## config.mk

```make
export PLATFORM = sky130hd
export DESIGN_NAME = slave_access_ctrl
export DESIGN_NICKNAME = d
export VERILOG_FILES = /design/src/rtl/slave_access_ctrl.sv
export SDC_FILE = /design/constraint.sdc
export NUM_CORES = 1
export LEC_CHECK = 0
export CELL_PAD_IN_SITES_DETAIL_PLACEMENT = 2
export CELL_PAD_IN_SITES_GLOBAL_PLACEMENT = 2
export CORE_MARGIN = 3
export CORE_UTILIZATION = 15
export DETAILED_ROUTE_END_ITERATION = 16
export PLACE_DENSITY = 0.88
export SLEW_MARGIN = 20
export SYNTH_ARGS = -nofsm -noshare
export SYNTH_HDL_FRONTEND = slang
export SYNTH_SLANG_ARGS = --single-unit
```

## constraint.sdc

```tcl
create_clock -name clk -period 2.25 [get_ports clk]
set_input_delay 0.5625 -clock clk [delete_from_list [all_inputs] [get_ports clk]]
set_output_delay 0.5625 -clock clk [all_outputs]
set_load 0.02 [all_outputs]
```

## src/rtl/slave_access_ctrl.sv

```systemverilog
// rtl/slave_access_ctrl.sv - one-at-a-time host register access sequencer over NUM_WORDS word slices.
// Broadcasts the latched request, then returns the single acking slice's data, or an error.
module slave_access_ctrl #(
  parameter int ADDR_WIDTH = 16,
  parameter int DATA_WIDTH = 32,
  parameter int NUM_WORDS  = 8,
  parameter int TIMEOUT    = 255
) (
  input  logic                            clk,
  input  logic                            rst_n,
  input  logic                            host_req,
  input  logic                            host_wr,
  input  logic [ADDR_WIDTH-1:0]           host_addr,
  input  logic [DATA_WIDTH-1:0]           host_wdata,
  output logic                            host_busy,
  output logic                            host_ack,
  output logic                            host_err,
  output logic [DATA_WIDTH-1:0]           host_rdata,
  output logic                            slv_request,
  output logic [ADDR_WIDTH-1:0]           slv_address,
  output logic                            slv_wr,
  output logic [DATA_WIDTH-1:0]           slv_wdata,
  input  logic [NUM_WORDS-1:0]            slv_qack,
  input  logic [NUM_WORDS*DATA_WIDTH-1:0] slv_rdata,
  output logic                            ack_comb,
  output logic                            abort
);

  localparam int CW = (TIMEOUT > 1) ? $clog2(TIMEOUT) : 1;
  localparam logic [CW-1:0] CNT_LAST = CW'(TIMEOUT - 1);

  typedef enum logic [1:0] {
    S_IDLE,
    S_WAIT,
    S_DONE
  } state_t;

  state_t                r_state;
  state_t                w_state_nxt;
  logic [CW-1:0]         r_cnt;
  logic                  w_in_wait;
  logic                  w_any;
  logic                  w_multi;
  logic [DATA_WIDTH-1:0] w_sel_rdata;

  assign w_in_wait = (r_state == S_WAIT);
  assign w_any     = |slv_qack;
  // Clearing the lowest set bit leaves something only when two or more slices decoded the address.
  assign w_multi   = |(slv_qack & (slv_qack - NUM_WORDS'(1)));
  assign ack_comb  = w_in_wait & w_any;
  assign abort     = w_in_wait & ~w_any & (r_cnt == CNT_LAST);
  assign host_busy = (r_state != S_IDLE);

  always_comb begin
    w_sel_rdata = '0;
    for (int i = 0; i < NUM_WORDS; i++) begin
      if (slv_qack[i]) begin
        w_sel_rdata = w_sel_rdata | slv_rdata[i*DATA_WIDTH +: DATA_WIDTH];
      end
    end
  end

  always_comb begin
    w_state_nxt = r_state;
    case (r_state)
      S_IDLE:  if (host_req) w_state_nxt = S_WAIT;
      S_WAIT:  if (w_any || abort) w_state_nxt = S_DONE;
      S_DONE:  w_state_nxt = S_IDLE;
      default: w_state_nxt = S_IDLE;
    endcase
  end

  always_ff @(posedge clk or negedge rst_n) begin
    if (!rst_n) begin
      r_state     <= S_IDLE;
      r_cnt       <= '0;
      host_ack    <= 1'b0;
      host_err    <= 1'b0;
      host_rdata  <= '0;
      slv_request <= 1'b0;
      slv_address <= '0;
      slv_wr      <= 1'b0;
      slv_wdata   <= '0;
    end else begin
      r_state     <= w_state_nxt;
      slv_request <= (w_state_nxt == S_WAIT);
      host_ack    <= w_in_wait && (w_state_nxt == S_DONE);
      case (r_state)
        S_IDLE: begin
          if (host_req) begin
            slv_address <= host_addr;
            slv_wr      <= host_wr;
            slv_wdata   <= host_wdata;
            r_cnt       <= '0;
          end
        end
        S_WAIT: begin
          // An ack in the last counted cycle wins over the timeout.
          if (w_any) begin
            host_err   <= w_multi;
            host_rdata <= (slv_wr || w_multi) ? '0 : w_sel_rdata;
          end else if (abort) begin
            host_err   <= 1'b1;
            host_rdata <= '0;
          end else begin
            r_cnt <= r_cnt + CW'(1);
          end
        end
        default: ;
      endcase
    end
  end

endmodule

```

# Word level (Yosys, flattened, before mapping)
# Cells that the tools add are included.
[op_classes]
bitwise = 12
addsub = 2
n_reduce_logical = 12
n_eq_ne = 7
n_mux = 20
[op_table]
columns = ["cell", "count"]
rows = [
  ["32-bit 2-to-1 mux", 11],
  ["32-bit OR", 7],
  ["8-bit 2-to-1 mux", 3],
  ["8-bit one-hot mux with 2 select lines", 1],
  ["8-bit OR reduction", 2],
  ["8-bit by 1-bit adder with 8-bit output (second input constant)", 1],
  ["8-bit bitwise AND", 1],
  ["8-bit equality test (second input constant)", 1],
  ["8-bit by 1-bit subtractor with 8-bit output (second input constant)", 1],
  ["2-bit inequality test (second input constant)", 3],
  ["2-bit nonzero test", 3],
  ["2-bit by 1-bit equality test with 1-bit output (second input constant)", 2],
  ["2-bit 2-to-1 mux", 2],
  ["2-bit one-hot mux with 2 select lines", 1],
  ["2-bit AND reduction", 2],
  ["4-bit AND reduction", 1],
  ["1-bit bitwise AND", 3],
  ["2-bit equality test (second input constant)", 1],
  ["2-bit logical NOT", 1],
  ["1-bit logical OR", 2],
  ["1-bit 2-to-1 mux", 2],
  ["1-bit logical AND", 1],
  ["1-bit NOT", 1],
]
[totals]
regBits = 94
in_bits = 316
output_inout_bits = 87

# Depth between registers and ports, before layout
[logic_depth]
word_depth = 17
ltp_mapped = 8
ltp_nobuf = 7

# Worst setup path after synthesis
# Ideal clock, no wire load.
[synth_path]
kind = "in2out"
start = "input slv_qack[3]"
end = "output abort"
path_stages = 4
t_arrival_ns = 1.913
setup_slack_ns = -0.225
n_path_buf = 1
cell_sequence = "buf_2 or4_4 or3_4 nor2_1"
[synth_between]
elab_chain_cells = 4
[synth_rtl]
columns = ["item", "line", "rtl"]
rows = [
  ["start, declared", "23", "input logic [NUM_WORDS-1:0] slv_qack,"],
  ["8-bit OR reduction", "47", "assign w_any = |slv_qack;"],
  ["1-bit NOT", "51", "assign abort = w_in_wait & ~w_any & (r_cnt == CNT_LAST);"],
  ["1-bit bitwise AND (2 in series)", "51", ""],
  ["end, declared", "26", "output logic abort"],
]
# No other way between the ends.

# Worst setup path in the final report
[layout_path]
start = "input slv_qack[4]"
end = "output abort"
# The elaborated chain is that of the path after synthesis.

==> flow_metrics.env <==
export IMPL_path_delay_family="simple AND/OR/NAND/NOR gates"
export IMPL_grt_pass1_wl_mm=47.1
export IMPL_finalNetCount=1264
export IMPL_synth_seq_cells=94
export IMPL_antenna_left=0
export IMPL_cp_arrival_ps=1950
export IMPL_path_class="primary input to output pin"
export IMPL_cts_sinks=94
export IMPL_slowest_stage="or4_4"
export IMPL_cts_tree="yes"
export IMPL_portBuffers=402
export IMPL_viasPerCell=4.66
export IMPL_cp_required_ps=1690
export IMPL_dp_cells=1369
export IMPL_area_growth_pct=101
export IMPL_preCtsSetupSlack_ps=-426
export IMPL_tightest_slew_ps=566
export IMPL_failed_checks="setup timing"
export IMPL_final_common_cell="clkdlybuf4s50_1"
export IMPL_chipHeight_microns=188
export IMPL_fp_row_count=65
export IMPL_start_util_pct=15.5
export IMPL_synth_edf_count=0
export IMPL_cp_startpoint="slv_qack[4]"
export IMPL_clk_pin_slew_worst_paths_ps=80
export IMPL_hpwlAfterDp_mm=25.2
export IMPL_antenna_found_initial=9
export IMPL_cts_buffers_inserted=9
export IMPL_drt_first_pass_iters=5
export IMPL_r2r_start="r_state[1]"
export IMPL_ioPinCount=403
export IMPL_async_reset_ff_share_pct=100
export IMPL_die_x_microns=188
export IMPL_h_tree_depth=3
export IMPL_drc=0
export IMPL_crit_chain="buf_6 > or4_4 > buf_6 > or3_4 > nor2_4 > buf_6"
export IMPL_synth_area_sq_um=4960
export IMPL_period_needed_ps=2510
export IMPL_finalWirelength_mm=32.2
export IMPL_grt_pass1_vias=7361
export IMPL_grt_max_degree=95
export IMPL_clk_latency_ps=360
export IMPL_cellPowerDensity_nw_per_um2=596
export IMPL_yosysSeqAreaShare_pct=47.5
export IMPL_route_detailed_wl_per_inst_microns=23.2
export IMPL_startpoint_type="primary input"
export IMPL_track_usage_pct=17.5
export IMPL_max_stage_delay_ps=530
export IMPL_r2r_worst_path_cells=7
export IMPL_final_cell_count_no_fill=1389
export IMPL_design_area_sq_um=9950
export IMPL_leakagePower_nw=4.15
export IMPL_setup_violations=2
export IMPL_ys_types=33
export IMPL_status="complete, but fails checks"
export IMPL_min_path_type="primary input to asynchronous set/reset pin"
export IMPL_critPathMostFrequentCell="buf_6"
export IMPL_synth_main_ff_cell="dfrtp_1"
export IMPL_rsz0062_at_grt="true"
export IMPL_vdd_drop_max_mv=0.318
export IMPL_coreArea_sq_um=32000
export IMPL_post_route_util_pct=31.1
export IMPL_num_vias=6467
export IMPL_dpl_cell_area_sq_um=9600
export IMPL_clockRootBuffer="clkbuf_16"
export IMPL_end_kind="output pin"
export IMPL_clock_path_buffers=2
export IMPL_drv_slew=0
export IMPL_relSlewSlack_pct=62.3
export IMPL_drv_cap=0
export IMPL_layout_drive_gt1_share_pct=7.15
export IMPL_mostFrequentLayoutCells="391 x clkdlybuf4s50_1, 152 x nand2_1, 128 x a22oi_1"
export IMPL_synth_warnings=0
export IMPL_gr_total_overflow=0
export IMPL_worst_r2r_setup_slack_ps=300
export IMPL_cp_max_fo=3
export IMPL_fmax_mhz=398
export IMPL_post_route_period_util_pct=112
export IMPL_reg2reg_to="r_cnt[7]"
export IMPL_skew_ps=16.7
export IMPL_die_area_sq_um=35300
export IMPL_first_iter_violations=225
export IMPL_finalHoldViolations=0
export IMPL_nFillCells=3615
export IMPL_cp_num_buf_inv=3
export IMPL_syn_nets=868
export IMPL_syn_inst=550
export IMPL_avgSynthCellArea_sq_um=9.01
export IMPL_gp_congestion=0.823
export IMPL_finalWorstSetupSlack_ps=-261
worst register-to-register path: cells and delay by family, from the launching register on:
family,cells,cell delay [ps]
flops,1,390
buf+inv,2,320
compound gates,2,270
simple gates,3,880
registers in the layout, indices dropped and copies added, names as in the netlist:
signal,count
host_err,1
r_cnt,8
r_state,2
slv_address,16
slv_request,1
host_ack,1
host_rdata,32
slv_wr,1
slv_wdata,32
cells by family (layout without fill, tap and decap cells):
family	count (synthesis)	after routing	synth area share [%]
buffers and inverters	55	456	4.49
and+or+nand+nor	222	222	20.1
DFF	94	94	47.5
xor gates and xnor gates	4	4	0.707
adders and majority gates	2	2	0.505
AOI/OAI and AO/OA	173	173	26.8
other	0	3	0
cell usage after synthesis, types with 3 or more instances:
library cell / n / area, sq um
nand2_1: 153 / 574
a22oi_1: 128 / 961
dfrtp_1: 94 / 2350
clkbuf_1: 36 / 135
nand4_1: 34 / 213
a22o_1: 32 / 280
nor2_1: 12 / 45.0
buf_2: 7 / 35.0
buf_1: 6 / 22.5
nand3_1: 6 / 30.0
inv_1: 5 / 18.8
o21ai_0: 4 / 20.0
xor2_1: 4 / 35.0
and3_1: 3 / 18.8
per-layer routing:
metal / part of all wire (%) / track usage, % / up-vias
li1: - / - / 2837
met1: 37 / 18.9 / 3260
met2: 53 / 33.2 / 322
met3: 8.0 / 5.46 / 38
met4: 1.8 / 4.16 / 10
met5: 0.16 / 0 / -
worst max path at each step:
| stage | end | cells after the start |
|---|---|---|
| after floorplan | abort | 4 |
| after global placement | ack_comb | 5 |
| after detailed placement | ack_comb | 5 |
| after CTS | abort | 6 |
| after global routing | abort | 6 |
| final | abort | 6 |
area by class of cell:
type	instances	area (sq um)	share of cell area, %
clock inverters	7	62.6	0.629
flip-flops and latches	94	2350	23.6
diodes	3	7.51	0.0754
multi-input cells	401	2400	24.2
well taps	435	544	5.47
repair buffers	435	4340	43.6
clock buffers	9	225	2.26
inverters	5	18.8	0.189
stage by stage:
step / power [mW] / setup TNS [ps] / hold slack [ps]
2_1_floorplan: 2.92 / -69.0 / 267
3_3_place_gp: 4.31 / -8050 / 456
3_5_place_dp: 4.41 / -11420 / 468
4_1_cts: 6.04 / -491 / 292
5_1_grt: 6.26 / -493 / 298
6_report: 5.93 / -419 / 259
repair_timing:
action,CTS,global route
hold buffers,0,0
buffers inserted,0,1
endpoints found under the setup margin,2,35
resized for setup,9,7
pin swaps,3,3
power by group:
group | switching, mW | internal (mW) | leakage, nW
Combinational | 1.10 | 1.17 | 2.79
Sequential | 0.146 | 1.94 | 1.22
Clock | 0.796 | 0.779 | 0.144
(Power assumes the default switching activity.)
